$ cat config.mk
export PLATFORM = sky130hd
export DESIGN_NAME = gate_bist_seq_flat
export DESIGN_NICKNAME = d
export VERILOG_FILES = /design/src/rtl/gate_bist_pkg.sv /design/src/rtl/gate_bist_seq_if.sv /design/src/rtl/gate_vec_seq.sv /design/src/rtl/gate_bist_seq.sv /design/src/flat_wrapper.sv
export SDC_FILE = /design/constraint.sdc
export NUM_CORES = 1
export LEC_CHECK = 0
export BUFFER_PORTS_ARGS = -buffer_cell sky130_fd_sc_hd__buf_2
export CORE_MARGIN = 2
export CORE_UTILIZATION = 45
export DETAILED_ROUTE_END_ITERATION = 8
export PLACE_DENSITY = 0.68
export SLEW_MARGIN = 25
export SYNTH_ARGS = -nofsm -noshare
export SYNTH_HDL_FRONTEND = slang
export SYNTH_HIERARCHICAL = 1
export SYNTH_SLANG_ARGS = --single-unit
$ cat constraint.sdc
create_clock -name clk -period 4.5 [get_ports clk]
set_clock_uncertainty 0.2 [all_clocks]
set_input_delay 0.9 -clock clk [delete_from_list [all_inputs] [get_ports clk]]
set_output_delay 0.9 -clock clk [all_outputs]
set_load 0.03 [all_outputs]
$ cat src/rtl/gate_bist_pkg.sv
// Shared types and width helpers for the gate BIST sequencer.
package gate_bist_pkg;

    typedef enum logic [1:0] {
        IDLE = 2'd0,
        RUN  = 2'd1,
        DONE = 2'd2
    } state_t;

    function automatic int VEC_W(input int nbits);
        return 2 * nbits;
    endfunction

    function automatic int ERR_W(input int nbits);
        return 2 * nbits + 1;
    endfunction

endpackage

$ cat src/rtl/gate_bist_seq_if.sv
// Stimulus/response bundle between the BIST sequencer and its environment.
interface gate_bist_seq_if #(
    parameter int NBITS = 1
);
    import gate_bist_pkg::*;

    logic                      start;
    logic [NBITS-1:0]          dut_out;
    logic [NBITS-1:0]          a_out;
    logic [NBITS-1:0]          b_out;
    logic                      busy;
    logic                      done;
    logic                      pass;
    logic [ERR_W(NBITS)-1:0]   err_cnt;
    logic [VEC_W(NBITS)-1:0]   vec_idx;

    modport master (
        input  start, dut_out,
        output a_out, b_out, busy, done, pass, err_cnt, vec_idx
    );

    modport slave (
        output start, dut_out,
        input  a_out, b_out, busy, done, pass, err_cnt, vec_idx
    );

endinterface

$ cat src/rtl/gate_vec_seq.sv
// Hold counter and vector index counter; flags the sample edge and the last vector.
module gate_vec_seq
    import gate_bist_pkg::*;
#(
    parameter int NBITS       = 1,
    parameter int HOLD_CYCLES = 5
) (
    input  logic                    clk,
    input  logic                    rst,
    input  logic                    clear,
    input  logic                    en,
    output logic [VEC_W(NBITS)-1:0] vec_idx,
    output logic                    sample,
    output logic                    last
);

    localparam int HW = (HOLD_CYCLES > 1) ? $clog2(HOLD_CYCLES) : 1;

    logic [HW-1:0] hold;

    assign sample = en && (hold == HW'(HOLD_CYCLES - 1));
    assign last   = sample && (vec_idx == '1);

    // vec_idx wraps to zero naturally after LAST, leaving DONE at index 0
    always_ff @(posedge clk or posedge rst) begin
        if (rst) begin
            hold    <= '0;
            vec_idx <= '0;
        end else if (clear) begin
            hold    <= '0;
            vec_idx <= '0;
        end else if (sample) begin
            hold    <= '0;
            vec_idx <= vec_idx + 1'b1;
        end else if (en) begin
            hold    <= hold + 1'b1;
        end
    end

endmodule

$ cat src/rtl/gate_bist_seq.sv
// BIST driver/checker: walks every a/b combination, compares the unit output
// against a & b at the end of each hold window and counts mismatches.
module gate_bist_seq
    import gate_bist_pkg::*;
#(
    parameter int NBITS       = 1,
    parameter int HOLD_CYCLES = 5,
    parameter int LAT         = 1
) (
    input  logic            clk,
    input  logic            rst,
    gate_bist_seq_if.master bus
);

    localparam int VW = VEC_W(NBITS);
    localparam int EW = ERR_W(NBITS);
    // An out-of-range latency can never be sampled correctly, so force failures
    localparam bit LAT_OK = (LAT >= 0) && (LAT < HOLD_CYCLES);

    state_t           state;
    logic [EW-1:0]    err_cnt;
    logic [VW-1:0]    vec_idx;
    logic [NBITS-1:0] a;
    logic [NBITS-1:0] b;
    logic             en;
    logic             clear;
    logic             sample;
    logic             last;
    logic             mismatch;

    assign en       = (state == RUN);
    assign clear    = (state != RUN) && bus.start;
    assign a        = vec_idx[NBITS-1:0];
    assign b        = vec_idx[VW-1:NBITS];
    assign mismatch = (bus.dut_out != (a & b)) || !LAT_OK;

    gate_vec_seq #(
        .NBITS       (NBITS),
        .HOLD_CYCLES (HOLD_CYCLES)
    ) u_vec (
        .clk     (clk),
        .rst     (rst),
        .clear   (clear),
        .en      (en),
        .vec_idx (vec_idx),
        .sample  (sample),
        .last    (last)
    );

    always_ff @(posedge clk or posedge rst) begin
        if (rst) begin
            state   <= IDLE;
            err_cnt <= '0;
        end else begin
            case (state)
                IDLE, DONE: begin
                    if (bus.start) begin
                        state   <= RUN;
                        err_cnt <= '0;
                    end
                end
                RUN: begin
                    if (sample && mismatch && (err_cnt != '1))
                        err_cnt <= err_cnt + 1'b1;
                    if (last)
                        state <= DONE;
                end
                default: state <= IDLE;
            endcase
        end
    end

    assign bus.a_out   = a;
    assign bus.b_out   = b;
    assign bus.vec_idx = vec_idx;
    assign bus.err_cnt = err_cnt;
    assign bus.busy    = (state == RUN);
    assign bus.done    = (state == DONE);
    assign bus.pass    = (state == DONE) && (err_cnt == '0);

endmodule

$ cat src/flat_wrapper.sv
// flat-port wrapper written by rule: the top's interface ports become plain ports
module gate_bist_seq_flat import gate_bist_pkg::*;
#(
    parameter int NBITS       = 1,
    parameter int HOLD_CYCLES = 5,
    parameter int LAT         = 1
)
  (clk, rst, bus_start, bus_dut_out, bus_a_out, bus_b_out, bus_busy, bus_done, bus_pass, bus_err_cnt, bus_vec_idx);
  gate_bist_seq_if #(.NBITS(NBITS)) bus_i ();
  input  logic clk;
  input  logic rst;
  input wire logic [$bits(bus_i.start)-1:0] bus_start;
  input wire logic [$bits(bus_i.dut_out)-1:0] bus_dut_out;
  output wire logic [$bits(bus_i.a_out)-1:0] bus_a_out;
  output wire logic [$bits(bus_i.b_out)-1:0] bus_b_out;
  output wire logic [$bits(bus_i.busy)-1:0] bus_busy;
  output wire logic [$bits(bus_i.done)-1:0] bus_done;
  output wire logic [$bits(bus_i.pass)-1:0] bus_pass;
  output wire logic [$bits(bus_i.err_cnt)-1:0] bus_err_cnt;
  output wire logic [$bits(bus_i.vec_idx)-1:0] bus_vec_idx;
  assign bus_i.start = bus_start;
  assign bus_i.dut_out = bus_dut_out;
  assign bus_a_out = bus_i.a_out;
  assign bus_b_out = bus_i.b_out;
  assign bus_busy = bus_i.busy;
  assign bus_done = bus_i.done;
  assign bus_pass = bus_i.pass;
  assign bus_err_cnt = bus_i.err_cnt;
  assign bus_vec_idx = bus_i.vec_idx;
  gate_bist_seq #(.NBITS(NBITS), .HOLD_CYCLES(HOLD_CYCLES), .LAT(LAT)) u_core (.clk(clk), .rst(rst), .bus(bus_i));
endmodule
# [Word-level counts from Yosys, hierarchy flattened]
# Cells that the tools add are included.
[classes] add_sub_neg=3 n_reduce_logical=14 n_eq_ne=10 muxes=11 bitwise=1
[ops] op="$mux W3" n=5
[ops] op="$mux W2" n=4
[ops] op="$add A3 B1 Y3 const B" n=2
[ops] op="$logic_and A1 B1 Y1" n=6
[ops] op="$ne A2 B1 Y1 const B" n=3
[ops] op="$pmux W3 S2" n=1
[ops] op="$eq A2 B2 Y1 const B" n=2
[ops] op="$pmux W2 S2" n=1
[ops] op="$reduce_bool A2 Y1" n=2
[ops] op="$eq A3 B3 Y1 const B" n=1
[ops] op="$logic_not A3 Y1" n=1
[ops] op="$ne A3 B3 Y1 const B" n=1
[ops] op="$reduce_and A3 Y1" n=1
[ops] op="$reduce_bool A3 Y1" n=1
[ops] op="$add A2 B1 Y2 const B" n=1
[ops] op="$eq A2 B1 Y1 const B" n=1
[ops] op="$logic_not A2 Y1" n=1
[ops] op="$ne A2 B2 Y1 const B" n=1
[ops] op="$reduce_and A2 Y1" n=1
[ops] op="$reduce_or A2 Y1" n=1
[ops] op="$and A1 B1 Y1" n=1
[ops] op="$ne A1 B1 Y1" n=1
[word_totals] word_cells=43 register_bits=10

# [Logic depth before layout (Yosys ltp)]
# Gate-level depths: netlist of run 1.
[logic_depth] ltp_word=6 mapped_depth=6 ltp_nobuf=5

# [By module]
# The synthesis of run 1 kept the hierarchy.
[by_module_without_submodules] mod="gate_bist_seq" area_per_inst_um2=341.6 n_inst=1 cells_per_inst=34 seq_area_each_um2=125.1
[by_module_without_submodules] mod="gate_vec_seq" area_per_inst_um2=280.3 n_inst=1 cells_per_inst=28 seq_area_each_um2=125.1

# [Worst setup path after synthesis of run 1]
# No wires, ideal clock.
[synth_timing] path_kind="register to output" startpoint="register u_core.err_cnt[0], in the netlist u_core/bus.err_cnt[0]" endpoint="output bus_pass" path_buffers=0 slack_ps=1940 t_arrival_ps=1460 path_stages_with_launch=4 cell_sequence="dfrtp_1 inv_1 ha_1 nor3b_1"
[synth_via] elab_chain_cells=2
[synth_lines] element="start, declared" line_no="gate_bist_seq.sv:21" rtl="logic [EW-1:0] err_cnt;"
[synth_lines] element="start signal, assigned" line_no="gate_bist_seq.sv:64" rtl="err_cnt <= err_cnt + 1'b1;"
[synth_lines] element="$logic_not A3 Y1" line_no="gate_bist_seq.sv:79" rtl="assign bus.pass = (state == DONE) && (err_cnt == '0);"
[synth_lines] element="$logic_and A1 B1 Y1" line_no="gate_bist_seq.sv:79"
[synth_lines] element="end, declared" line_no="flat_wrapper.sv:18" rtl="output wire logic [$bits(bus_i.pass)-1:0] bus_pass;"
# No other way between the ends.

# [Worst setup path after layout of run 1]
# Ends and elaborated chain as after synthesis.

==> metrics, run 1 <==
status completed; nets 87; share of cells above drive strength 1 26.32%; row cnt 13; Setup TNS Final 0 ns; total wire length 1.175 mm; die height between 40 and 50 um; leak pwr 0.4043 nW; Final HPWL DP around 940 um; Buffers on Ports 13; CTS H-tree depth 1; Wirelength per Cell 12.91 um; clk slew on worst S/H paths 0.06 ns; Post-Syn Nets 72; vias in the first global route 395; Mapped Area 621.8 um^2; CTS tree yes; Final min period 2.385 ns; pre-CTS setup slack 2.415 ns; Finish-stage setup viols 0; initial antenna violation count 0; core box area 1301 um^2; hold buffers post-CTS 0; PD cells 628.0 nW/um^2; Detailed Routing Iterations Pass 1 4; Post-synth EDFFs 0; Die ar. 1695 um^2; Final Wtd Congestion 0.7538; kind of critical path flop to primary output; Crit. End Element primary output; final max-slew violation count 0; Peak VDD IR 0.0002299 V; Synth area leaders dfrtp_1 (40%), ha_1 (12%), mux2i_1 (6.4%); detailed router's first-iteration violation count 8; antenna-violating nets left 0; ant diodes 0; crit path max fanout 5; top sig layer met4; cts bufs inserted 3; largest net degree at the start of global routing 11; Max Fclk 419.3 MHz; Yosys reg bits 10; Data arrival, critical path 1.29 ns; via count around 470; final hold violations 0; # IOs 14; actual slew at the worst max-slew pin 0.2502 ns; min-delay worst type primary input to asynchronous set/reset pin; Max-Slew Margin vs Limit between 80 and 90%; library cells used by synthesis 23; RSZ-0062 raised after global routing false; clk buf depth 2; cells after synthesis 62; Initial Util 47.79%; grt total ovfl 0; most common flop cell mapped by yosys dfrtp_1; met3 WL about 67 um; CP Launch Type flop; Max-Cap Viols 0; CTS Sinks 10; yosys warns 6; top-area cell type share of the netlist area between 40% and 50%; cell taking the most area after synthesis dfrtp_1; number of vias per cell between 5 and 6; Tcrit/Tclk final 53.00%; clock latency on the worst-skew pair 0.27 ns; chip width 41.18 um; Area growth, synth to finish 15.09%; CTS root buffer clkbuf_4; drc violations 0; ys async rst share 100.0%; setup bufs post-CTS 0; Syn Area/Cell approximately 10 um^2; aggregate global-route resource usage 16.46%; CTS resizes 0; Critical Path RT 3.40 ns; Final Power 0.0004494 W; Seq/Total Area, Yosys between 40% and 50%; wire length on met2 565 um; metal1 wirelength 524 um; setup slack after layout between 2 and 2.5 ns; first-pass GRT wire length 1.662 mm
cell families after synthesis:
kind of cell | share of synthesized area, %
simple gates | 16.70
flops | 40.24
fa+ha+maj | 12.07
xor+xnor | 1.409
compound gates | 12.27
mux | 6.439
buf+inv | 10.86
cells in the final DEF (no fill, tap or decap):
master and instances:
buf_2 13, inv_1 10, dfrtp_1 10, ha_1 6
nand2b_1 5, nand2_1 4, mux2i_1 4, clkbuf_4 3
a21oi_1 3, and2_1 2, nor2_1 2, nand3_1 2
clkbuf_8 1, inv_2 1, o2bb2ai_1 1, a21boi_2 1
and3b_1 1, o2111ai_4 1, o21ai_0 1, nor3b_1 1
o211a_1 1, nor3_1 1, and3_1 1, xnor2_1 1
cells in the mapped netlist, types with 2 or more instances:
cell type	number
a21oi_1	3
and2_1	2
buf_4	2
dfrtp_1	10
ha_1	6
inv_1	10
mux2i_1	4
nand2_1	4
nand2b_1	5
nand3_1	2
nor2_1	2
sequential cells by signal (all words and copies together), names as in the netlist:
signal                flops
u_core/state              2
u_core/u_vec/hold         3
u_core/bus.err_cnt        3
u_core/u_vec/vec_idx      2
metal layers:
layer	GRT usage, %	vias up
met5	0	-
met4	7.258	0
met3	8.152	2
met2	27.34	13
met1	17.39	225
li1	-	227
through the flow:
step           instances  cell area [um^2]  hold slack (ns)  util [%]
2_1_floorplan         62             621.8           0.3322         -
3_3_place_gp          87             679.4           0.3131     52.21
3_5_place_dp          87             679.4           0.3430     52.21
4_1_cts               91             715.7           0.3231     55.00
5_1_grt               91             715.7           0.3284     55.00
6_report              91             715.7           0.3315     55.00
where the power goes:
part	switching (W)	total [W]	internal [W]
sequential	0.0000351	0.000157	0.000122
combinational	0.000133	0.000212	0.0000793
clock	0.0000308	0.0000800	0.0000492
critical path, cell delays in order, from the launching register on:
cell     delay [ns]
dfrtp_1        0.43
inv_1          0.08
ha_1           0.13
nor3b_1        0.15
buf_2          0.22
final timing paths:
kind | start | to | slack, ns | cells after the start
max in group asynchronous | rst | u_core/bus.err_cnt[0] | 3.59 | 2
setup / recovery | u_core/bus.err_cnt[0] | bus_pass | 2.11 | 4
min in group clk | u_core/bus.err_cnt[0] | u_core/bus.err_cnt[0] | 0.36 | 1
hold / removal | rst | u_core/u_vec/vec_idx[1] | 0.33 | 2
setup reg to reg | u_core/state[1] | u_core/bus.err_cnt[2] | 2.75 | 5
hold reg to reg | u_core/bus.err_cnt[0] | u_core/bus.err_cnt[0] | 0.36 | 1
cell type report:
| type | count | area, um^2 |
|---|---|---|
| fillers | 136 | 585.6 |
| multi-input cells | 38 | 304.0 |
| flip-flops and latches | 10 | 250.2 |
| repair buffers | 13 | 65.06 |
| inverters | 11 | 41.29 |
| clock buffers | 4 | 36.28 |
| well taps | 15 | 18.77 |
Power figures use the tool's default switching activity.
==> run 2: changes to the inputs <==
--- a/config.mk
+++ b/config.mk
@@ -5,6 +5,7 @@
 export SDC_FILE = /design/constraint.sdc
 export NUM_CORES = 1
 export LEC_CHECK = 0
+export ABC_AREA = 1
 export BUFFER_PORTS_ARGS = -buffer_cell sky130_fd_sc_hd__buf_2
 export CORE_MARGIN = 2
 export CORE_UTILIZATION = 45
==> constraint.sdc (replaced) <==
create_clock -name clk -period 2.39 [get_ports clk]
set_clock_uncertainty 0.2 [all_clocks]
set_input_delay 0.478 -clock clk [delete_from_list [all_inputs] [get_ports clk]]
set_output_delay 0.478 -clock clk [all_outputs]
set_load 0.03 [all_outputs]
==> run 2 against run 1 <==
Via count rose by 18%. Count of clock-buffer cells in the layout did not move. Die area up 2.2%. Sequential cell count unchanged. Routed wire length fell by 4.0%. Cell area rose by 5.1%. Synthesized cell count up 42%. Power up 120%. Worst hold slack worse by 0.094 ns. Register-to-register slack lost 2.0 ns. Worst setup slack got worse by 1.6 ns. Critical path type unchanged.
==> metrics, run 2 <==
CP max stage cell dfrtp_1; Finished Core Util 57.07% (+2.1 points); Final Wtd Congestion 0.7569 (+0.41%); Switching Fraction 49.04% (+4.8 points); critical path cell sequence inv_1 -> nand2_2 -> inv_1 -> buf_2; hold_sp bus_start; initial antenna violation count 0 (unchanged); CTS tree yes; vias in the first global route 477 (+21%); R2R setup slack 0.76 ns (-1.99 ns); biggest regs u_core/bus.err_cnt x3, u_core/u_vec/hold x3; Post-synth EDFFs 0 (unchanged); Seq/Total Area, Yosys 39.29% (-0.95 points); Buf/Inv on CP 3 (+1); largest net degree at the start of global routing 8 (-3); worst r2r src u_core/state[1]; top cells by count, synth nand2_1 (24), inv_1 (19), dfrtp_1 (10); CP delay by family, top buffers and inverters; Area growth, synth to finish 18.07%; clk slew on worst S/H paths 0.07 ns (about the same); ys async rst share 100.0% (unchanged); Yosys reg bits 10 (unchanged); top-area cell type share of the netlist area 39.29% (-0.95 points); Tcrit/Tclk final between 70% and 80%; Max Fclk ~530 MHz; RSZ-0062 raised after global routing false; Setup TNS Final 0 ns (unchanged); Syn Area/Cell 7.237 um^2 (-28%); Data arrival, critical path 1.22 ns (-0.07 ns); chip width 41.62 um (+1.1%); Buffers on Ports 13 (unchanged); Die ar. 1732 um^2 (+2.2%); via count 551 (+18%); PD cells 1330 nW/um^2 (+110%); Peak VDD IR 0.0006041 V (+160%); actual slew at the worst max-slew pin 0.2124 ns (-0.03774 ns); Detailed Routing Iterations Pass 1 2 (-2); most frequent cells in the layout nand2_1 (24), inv_1 (19), buf_2 (13); cell taking the most area after synthesis dfrtp_1; drc violations 0 (unchanged); number of vias per cell 4.630 (-9.8%); crit path max fanout 7 (+2); Max-Slew Margin vs Limit 85.82% (+2.5 points); Finish-stage setup viols 0 (unchanged); share of cells above drive strength 1 23.08% (-3.2 points); power share of the clock group 15.1% (-2.7 points); Gate power share 53.3% (+6.1 points); Crit. End Element primary output; Wirelength per Cell 9.479 um (-27%); Final min period 1.898 ns; cts bufs inserted 3 (unchanged); register share of total power 31.6% (-3.4 points); Max-Cap Viols 0 (unchanged); aggregate global-route resource usage 14.94% (-1.5 points); r2r endpoint u_core/bus.err_cnt[0]; kind of critical path flop to primary output; CTS Sinks 10 (unchanged); CP dominant cell by count inv_1; status completed; max incr delay on CP 0.39 ns (-0.04 ns); # IOs 14 (unchanged); die height 41.62 um (+1.1%); Hold Path End u_core/state[1]; clk buf depth 2 (unchanged); yosys warns 6 (unchanged); r2r worst-path depth 11 (+6); final hold violations 0 (unchanged); CP Launch Type flop; Synth area leaders dfrtp_1 (39%), nand2_1 (14%), ha_1 (12%); Sw Pwr 0.0004905 W (+150%); core box area 1318 um^2 (+1.2%); clock latency on the worst-skew pair 0.26 ns (about the same); leak pwr 0.4649 nW (+15%); Post-Syn Nets 98 (+36%); total wire length 1.128 mm (-4.0%); most common flop cell mapped by yosys dfrtp_1; min-delay worst type primary input to flop; hold path depth 2; first-pass GRT wire length 1.994 mm (+20%); row cnt 13 (unchanged); CTS root buffer clkbuf_4; grt total ovfl 0 (unchanged); Initial Util 48.34% (+0.55 points); final max-slew violation count 0 (unchanged); CTS H-tree depth 1 (unchanged); count leader, synth nand2_1; Final HPWL DP 911.9 um (-3.1%); setup bufs post-CTS 0 (unchanged); Mapped Area 636.9 um^2 (+2.4%); ant diodes 0 (unchanged); Internal 0.0005097 W (+100%); most common cell after layout, fill and taps aside nand2_1; detailed router's first-iteration violation count 10 (+2); Critical Path RT 1.71 ns (-1.69 ns); antenna-violating nets left 0 (unchanged); library cells used by synthesis 13 (-43%); cells after synthesis 88 (+42%); nets 115 (+32%)
[run 2: cell types whose count changed after synthesis, moves of 2 or more]
cell	before	now
nand2b_1	5	0
and2_1	2	0
nand2_1	4	24
nand2_2	0	4
nor2_1	2	8
mux2i_1	4	0
nand3_1	2	7
o21ai_0	1	3
inv_1	10	19
[run 2: power by group through the flow]
stage	logic, W	registers [W]	clock network [W]
3_3_place_gp	0.000527	0.000317	0
2_1_floorplan	0.000368	0.000377	0
5_1_grt	0.000621	0.000327	0.000166
6_report	0.000533	0.000316	0.000151
3_5_place_dp	0.000539	0.000321	0
4_1_cts	0.000545	0.000318	0.000158
[run 2: metal layers]
metal | vias up | track usage (%) | routed length, um
li1 | 291 | - | -
met1 | 250 | 22.04 | 573
met2 | 8 | 20.31 | 503
met3 | 2 | 3.043 | 43
met4 | 0 | 7.742 | 6
met5 | - | 0 | 0
[run 2: worst max path at each step]
| stage | start | endpoint | slack [ns] | cells past startpoint |
|---|---|---|---|---|
| 2_1_floorplan | u_core/bus.err_cnt[0] | bus_pass | 0.52 | 4 |
| 3_3_place_gp | u_core/bus.err_cnt[0] | bus_pass | 0.80 | 5 |
| 3_5_place_dp | u_core/state[1] | bus_busy | 0.78 | 4 |
| 4_1_cts | u_core/state[1] | bus_busy | 0.47 | 4 |
| 5_1_grt | u_core/bus.err_cnt[0] | bus_pass | 0.40 | 5 |
| 6_report | u_core/state[1] | bus_busy | 0.49 | 4 |
[run 2: final cells by class]
| type | instances | area (um^2) |
|---|---|---|
| Multi-Input combinational cell | 56 | 296.5 |
| Inverter | 20 | 75.07 |
| Tap cell | 15 | 18.77 |
| Timing Repair Buffer | 14 | 75.07 |
| Fill cell | 131 | 565.5 |
| Sequential cell | 10 | 250.2 |
| Clock buffer | 4 | 36.28 |
[run 2: what timing repair did]
action | CTS | global route
endpoints found under the hold margin | 10 | 0
gates resized for setup | 0 | 0
hold buffers | 1 | 0
[run 2: metrics by stage]
stage | cells | setup slack (ns) | area (um^2) | power (W) | hold WS [ns]
after floorplan | 88 | 0.5196 | 636.9 | 0.0007444 | 0.05652
after global placement | 114 | 0.8017 | 705.7 | 0.0008441 | 0.1948
after detailed placement | 114 | 0.7787 | 705.7 | 0.0008594 | 0.1985
after CTS | 119 | 0.4719 | 752.0 | 0.001020 | 0.2331
after global routing | 119 | 0.3989 | 752.0 | 0.001114 | 0.2552
final | 119 | 0.4916 | 752.0 | 0.001000 | 0.2376
[run 2: cells by family (layout without fill, tap and decap cells)]
family | after synthesis | after routing | synth area share, %
AND/OR/NAND/NOR | 45 | 45 | 30.85
AO/OA/AOI/OAI | 5 | 5 | 3.929
adder cells (fa/ha/maj) | 6 | 6 | 11.79
buffers and inverters | 22 | 38 | 14.14
flip-flops | 10 | 10 | 39.29
[run 2: worst reg2reg max path, delay by kind of cell, from the launching register on]
family	cells	cell delay [ns]
AND/OR/NAND/NOR	8	0.65
buffers and inverters	3	0.34
flip-flops	1	0.39
